## src/rtl/fpu_wb_scheduler.sv

```systemverilog
// rtl/fpu_wb_scheduler.sv - FP issue and writeback-port scheduler for the execute stage
//
// Purpose:
//   Accepts at most one FP op per cycle and reserves the single FP writeback
//   port ahead of time. A 16-entry slot array is used as a time wheel: slot k
//   describes the writeback happening k cycles from now. Issue stalls when the
//   slot the op would need is already taken, or when the non-pipelined divider
//   is still busy.
//
// Ports:
//   clk, rst           clock, synchronous active-high reset
//   issue_valid        execute stage presents an FP op
//   issue_op[3:0]      1010 fneg, 1011 fadd, 1100 fsub, 1101 fmul, 1110 fdiv
//   issue_tag          destination register tag
//   issue_ready        combinational accept for the current op
//   stall              issue_valid & ~issue_ready
//   flush              kill every in-flight op (wins over a same-cycle issue)
//   addsub_sel         registered add/sub unit control: 1 add, 0 sub
//   wb_valid           result on the FP writeback port this cycle
//   wb_tag             tag of that result
//   wb_src[1:0]        result mux select: 00 fneg, 01 add/sub, 10 mul, 11 div
//   busy               any op in flight or divider occupied
//   illegal            one-cycle pulse after an unsupported op was accepted
//
// Configuration:
//   FPU_DIV_EN         when defined, fdiv is supported and the divider
//                      occupancy counter is built; otherwise 1110 is illegal.

module fpu_wb_scheduler #(
  parameter int LAT_ADD = 7,
  parameter int LAT_MUL = 6,
  parameter int LAT_DIV = 6,
  parameter int TAG_W   = 5
) (
  input  logic             clk,
  input  logic             rst,
  input  logic             issue_valid,
  input  logic [3:0]       issue_op,
  input  logic [TAG_W-1:0] issue_tag,
  output logic             issue_ready,
  output logic             stall,
  input  logic             flush,
  output logic             addsub_sel,
  output logic             wb_valid,
  output logic [TAG_W-1:0] wb_tag,
  output logic [1:0]       wb_src,
  output logic             busy,
  output logic             illegal
);

  localparam int NSLOT = 16;

  localparam logic [3:0] OP_FNEG = 4'b1010;
  localparam logic [3:0] OP_FADD = 4'b1011;
  localparam logic [3:0] OP_FSUB = 4'b1100;
  localparam logic [3:0] OP_FMUL = 4'b1101;

  localparam logic [1:0] SRC_NEG = 2'b00;
  localparam logic [1:0] SRC_ADD = 2'b01;
  localparam logic [1:0] SRC_MUL = 2'b10;

  localparam logic [3:0] LAT_ADD_L = 4'(LAT_ADD);
  localparam logic [3:0] LAT_MUL_L = 4'(LAT_MUL);

`ifdef FPU_DIV_EN
  localparam logic [3:0] OP_FDIV   = 4'b1110;
  localparam logic [1:0] SRC_DIV   = 2'b11;
  localparam logic [3:0] LAT_DIV_L = 4'(LAT_DIV);
`endif

  // A latency outside 1..15 would index past the slot array.
  if (LAT_ADD < 1 || LAT_ADD > 15 || LAT_MUL < 1 || LAT_MUL > 15 ||
      LAT_DIV < 1 || LAT_DIV > 15) begin : g_lat_check
    $error("fpu_wb_scheduler: latencies must lie in 1..15");
  end

  // ---------------------------------------------------------------------------
  // Op decode
  // ---------------------------------------------------------------------------
  logic       op_legal;
  logic [3:0] op_lat;
  logic [1:0] op_src;
`ifdef FPU_DIV_EN
  logic       op_is_div;
`endif

  always_comb begin
    op_legal = 1'b1;
    op_lat   = 4'd1;
    op_src   = SRC_NEG;
`ifdef FPU_DIV_EN
    op_is_div = 1'b0;
`endif
    case (issue_op)
      OP_FNEG: begin
        op_lat = 4'd1;
        op_src = SRC_NEG;
      end
      OP_FADD, OP_FSUB: begin
        op_lat = LAT_ADD_L;
        op_src = SRC_ADD;
      end
      OP_FMUL: begin
        op_lat = LAT_MUL_L;
        op_src = SRC_MUL;
      end
`ifdef FPU_DIV_EN
      OP_FDIV: begin
        op_lat    = LAT_DIV_L;
        op_src    = SRC_DIV;
        op_is_div = 1'b1;
      end
`endif
      default: op_legal = 1'b0;
    endcase
  end

  // ---------------------------------------------------------------------------
  // Writeback slot wheel
  // ---------------------------------------------------------------------------
  logic [NSLOT-1:0] slot_v;
  logic [TAG_W-1:0] slot_tag [NSLOT];
  logic [1:0]       slot_src [NSLOT];

  logic       port_conflict;
  logic       div_block;
  logic       div_active;
  logic       accept;
  logic [3:0] slot_idx;

  // Slot L shifts into L-1 at this edge, which is exactly where the new op
  // would land, so an occupied s[L] means the port is already booked. Illegal
  // ops reserve nothing and therefore never conflict.
  assign port_conflict = op_legal & slot_v[op_lat];
  assign slot_idx      = op_lat - 4'd1;

`ifdef FPU_DIV_EN
  logic [3:0] div_cnt;

  // div_cnt == 1 is the cycle the previous quotient is on the writeback
  // port; the divider is free to start again at that edge, which gives one
  // fdiv every LAT_DIV cycles.
  assign div_block  = op_is_div & (div_cnt > 4'd1);
  assign div_active = (div_cnt != 4'd0);
`else
  assign div_block  = 1'b0;
  assign div_active = 1'b0;
`endif

  assign issue_ready = ~rst & ~flush & ~port_conflict & ~div_block;
  assign accept      = issue_valid & issue_ready;
  assign stall       = issue_valid & ~issue_ready;

  always_ff @(posedge clk) begin
    if (rst) begin
      slot_v <= '0;
      for (int k = 0; k < NSLOT; k++) begin
        slot_tag[k] <= '0;
        slot_src[k] <= '0;
      end
      addsub_sel <= 1'b1;
      illegal    <= 1'b0;
`ifdef FPU_DIV_EN
      div_cnt    <= '0;
`endif
    end else if (flush) begin
      // Flush drops everything in flight; accept is already low here so a
      // same-cycle issue is lost and addsub_sel keeps its value.
      slot_v <= '0;
      for (int k = 0; k < NSLOT; k++) begin
        slot_tag[k] <= '0;
        slot_src[k] <= '0;
      end
      illegal <= 1'b0;
`ifdef FPU_DIV_EN
      div_cnt <= '0;
`endif
    end else begin
      slot_v <= {1'b0, slot_v[NSLOT-1:1]};
      for (int k = 0; k < NSLOT - 1; k++) begin
        slot_tag[k] <= slot_tag[k+1];
        slot_src[k] <= slot_src[k+1];
      end
      slot_tag[NSLOT-1] <= '0;
      slot_src[NSLOT-1] <= '0;

      // Later non-blocking writes win, so the reservation lands after the shift.
      if (accept && op_legal) begin
        slot_v[slot_idx]   <= 1'b1;
        slot_tag[slot_idx] <= issue_tag;
        slot_src[slot_idx] <= op_src;
      end

      illegal <= accept & ~op_legal;

      if (accept && issue_op == OP_FADD) begin
        addsub_sel <= 1'b1;
      end else if (accept && issue_op == OP_FSUB) begin
        addsub_sel <= 1'b0;
      end

`ifdef FPU_DIV_EN
      if (accept && op_is_div) begin
        div_cnt <= LAT_DIV_L;
      end else if (div_cnt != 4'd0) begin
        div_cnt <= div_cnt - 4'd1;
      end
`endif
    end
  end

  assign wb_valid = slot_v[0];
  assign wb_tag   = slot_tag[0];
  assign wb_src   = slot_src[0];
  assign busy     = (|slot_v) | div_active;

endmodule

```

## config.mk

```make
export PLATFORM = sky130hd
export DESIGN_NAME = fpu_wb_scheduler
export DESIGN_NICKNAME = d
export VERILOG_FILES = /design/src/rtl/fpu_wb_scheduler.sv
export SDC_FILE = /design/constraint.sdc
export NUM_CORES = 1
export LEC_CHECK = 0
export ABC_AREA = 1
export BUFFER_PORTS_ARGS = -buffer_cell sky130_fd_sc_hd__buf_2
export CAP_MARGIN = 20
export CORE_MARGIN = 3
export CORE_UTILIZATION = 42
export CTS_CLUSTER_DIAMETER = 120
export DETAILED_ROUTE_END_ITERATION = 6
export PLACE_DENSITY = 0.59
export SETUP_SLACK_MARGIN = 0.5
export SYNTH_ARGS = -nofsm -noshare
export SYNTH_HDL_FRONTEND = slang
export SYNTH_SLANG_ARGS = --single-unit
```

## constraint.sdc

```tcl
create_clock -name clk -period 1.7 [get_ports clk]
set_input_delay 0.085 -clock clk [delete_from_list [all_inputs] [get_ports clk]]
set_output_delay 0.085 -clock clk [all_outputs]
set_load 0.02 [all_outputs]
```

==> results_dict.tcl <==
set metrics [dict create \
    setup_viol 0 \
    async_reset_ff_share_pct 0 \
    start_util_pct 43.5 \
    first_global_vias 3134 \
    fin_cells 835 \
    tritoncts "done" \
    grt_start_max_net_pins 42 \
    yosys.area.top_type "edfxtp_1" \
    vias 3217 \
    drtIter0Drc 111 \
    report.final.slew_viol_count 0 \
    pre_cts_ws_ns 0.187 \
    crit-reg2reg-launch "slot_v[6]" \
    fp-row-count 40 \
    holdWs_ns 0.0400 \
    ys_seq_area_share_pct 70.7 \
    powerDensity_nw_per_um2 1090 \
    fmax_mhz 691 \
    ys.flop_type "edfxtp_1" \
    grt-ovfl-total 0 \
    p_int_mw 6.04 \
    io_pins 26 \
    power_switching_mw 1.50 \
    synthTopCellsByCount "inv_1 (124), nor2_1 (116), edfxtp_1 (112), nand2_1 (57), dfxtp_1 (18)" \
    grt_pass1_wl_mm 13.2 \
    p_clk_share_pct 46.3 \
    clk_path_buf_depth 2 \
    max_stage_delay_ns 0.35 \
    hold_start "issue_op[2]" \
    final_hold_viol_count 0 \
    fin_tns_setup_ns 0 \
    synth_top_area_share_pct 63.9 \
    drc 0 \
    startpoint "slot_v[6]" \
    ys_ff_latch 130 \
    core_um2 12100 \
    skew_ns 0.00415 \
    synth_area_leaders "edfxtp_1 (64%), inv_1 (8.8%), nor2_1 (8.3%), dfxtp_1 (6.8%), nand2_1 (4.1%)" \
    arrival_ns 1.61 \
    areaGrowthSynthToFinish_pct 31.3 \
    finalNetCount 667 \
    routed_via_density 3.85 \
    cap_violations 0 \
    maxSlewHeadroom_pct 62.3 \
    dr.pass1.iters 4 \
    synth.cell_area_um2 5270 \
    grt_usage_pct 12.2 \
    min_path_type "primary input to flop" \
    dp_cells 788 \
    min_period_ns 1.45 \
    post_dp_cell_area_um2 6060 \
    die_area_um2 13900 \
    yosysMostFrequentCell "inv_1" \
    syn_area_per_cell_um2 10.9 \
    synth_cells 484 \
    die_width_um 118 \
    clkTransAtPathRegs_ns 0.05 \
    diodes 0 \
    synth_warnings 0 \
    chipHeight_um 118 \
    synth.distinct_cells 23 \
    switching_share_pct 19.9 \
    cts_buffers 17 \
    worstMarginPinSlew_ns 0.560 \
    finalCritPeriodShare_pct 85.1 \
    io_buffers 25 \
    pwr-share-comb_pct 5.1 \
    path_cells "nand3_2 -> nand2_2 -> nand2_2 -> nand2_4 -> buf_4 -> a21oi_4 -> nand2_4 -> nand3_2 -> inv_1" \
    fin_ws_ns 0.254 \
    ant_nets 0 \
    ir_drop_mv 0.634 \
    power.total_mw 7.54 \
    drt-wirelength-per-cell_um 8.92 \
    drive_above_1_share_pct 18.7 \
    clock_latency_ns 0.41 \
    outcome "finished, final reports clean" \
    endpoint_kind "flop" \
    h-tree-depth 4 \
    wl_mm 7.45 \
    grt_setup_unrepaired "true" \
    cts_sinks 130 \
    synth_edf_count 112 \
    antenna_found_initial 0 \
    cp_data_required_time_ns 1.87 \
    seqPwrFrac_pct 48.6 \
    clock_tree.root_cell "clkbuf_16" \
    critPathKind "flop to flop" \
    crit_slowest_cell "dfxtp_4" \
    start_kind "flop" \
    p_leak_nw 3.18 \
    nFillCells 1067 \
    design_area_um2 6910 \
    dp_hpwl_mm 4.89 \
    postLayoutCoreUtil_pct 57.1 \
    gp_congestion 0.827 \
    path_max_fanout 8 \
]
[state kept, by name (all words and copies together) (netlist names)]
signal      cells
addsub_sel      1
illegal         1
slot_src       32
slot_tag       80
slot_v         16
[cell type report]
| cell class | instances | area, µm² | area share, % |
|---|---|---|---|
| clock buffer | 30 | 579 | 8.38 |
| clock inverter | 2 | 10.0 | 0.145 |
| inverter | 129 | 493 | 7.13 |
| multi-input combinational | 330 | 1560 | 22.6 |
| sequential | 130 | 3730 | 54.0 |
| tap | 168 | 210 | 3.04 |
| timing repair buffer | 46 | 325 | 4.71 |
[what timing repair did]
action | in CTS | in global routing
gates resized for setup | 10 | 30
endpoints found under the setup margin | 24 | 28
buffers inserted | 6 | 3
pin swaps | 5 | 17
endpoints found under the hold margin | 14 | 0
hold buffers | 6 | 0
[path summary, 6_finish.rpt]
kind | endpoint | slack, ns | depth (start not counted)
hold / removal | addsub_sel | 0.04 | 4
setup / recovery | slot_src[6][1] | 0.25 | 9
hold reg to reg | slot_v[14] | 0.42 | 2
setup reg to reg | slot_src[6][1] | 0.25 | 9
[power groups by stage]
stage	combinational [mW]	sequential (mW)	clock (mW)
2_1_floorplan	0.239	3.74	0
3_3_place_gp	0.331	3.73	0
3_5_place_dp	0.338	3.73	0
4_1_cts	0.361	3.67	3.60
5_1_grt	0.442	3.68	3.73
6_report	0.382	3.66	3.49
[routing by layer]
layer / GRT usage, % / wire length [µm] / up-vias
met5: 0 / 0 / -
met4: 7.62 / 197 / 0
met3: 4.66 / 308 / 15
met2: 19.8 / 3650 / 50
met1: 13.5 / 3290 / 1461
li1: - / - / 1691
[kinds of logic after synthesis]
family | share of synthesized area, %
AO/OA/AOI/OAI | 0.927
buffers and inverters | 10.4
flip-flops | 70.7
other | 0.143
AND/OR/NAND/NOR | 17.8
[critical path: cells and delay by family, from the launching register on]
kind                   cells  cell delay, ns
flip-flops                 1            0.35
buffers and inverters      2            0.19
AO/OA/AOI/OAI              1            0.17
AND/OR/NAND/NOR            6            0.51
[cell usage in the layout, fill, tap and decap left out, drive strengths merged]
cell / Yosys / layout
a21oi: 2 / 2
buf: 10 / 40
clkbuf: 3 / 30
clkinv: 0 / 3
conb: 2 / 120
dfxtp: 18 / 18
dlygate4sd3: 0 / 6
edfxtp: 112 / 112
inv: 129 / 128
nand2: 68 / 68
nand3: 7 / 7
nand4: 4 / 4
nor2: 121 / 121
nor4: 4 / 4
o21ai: 4 / 4
Note: power is estimated with default switching activity, not from simulation.
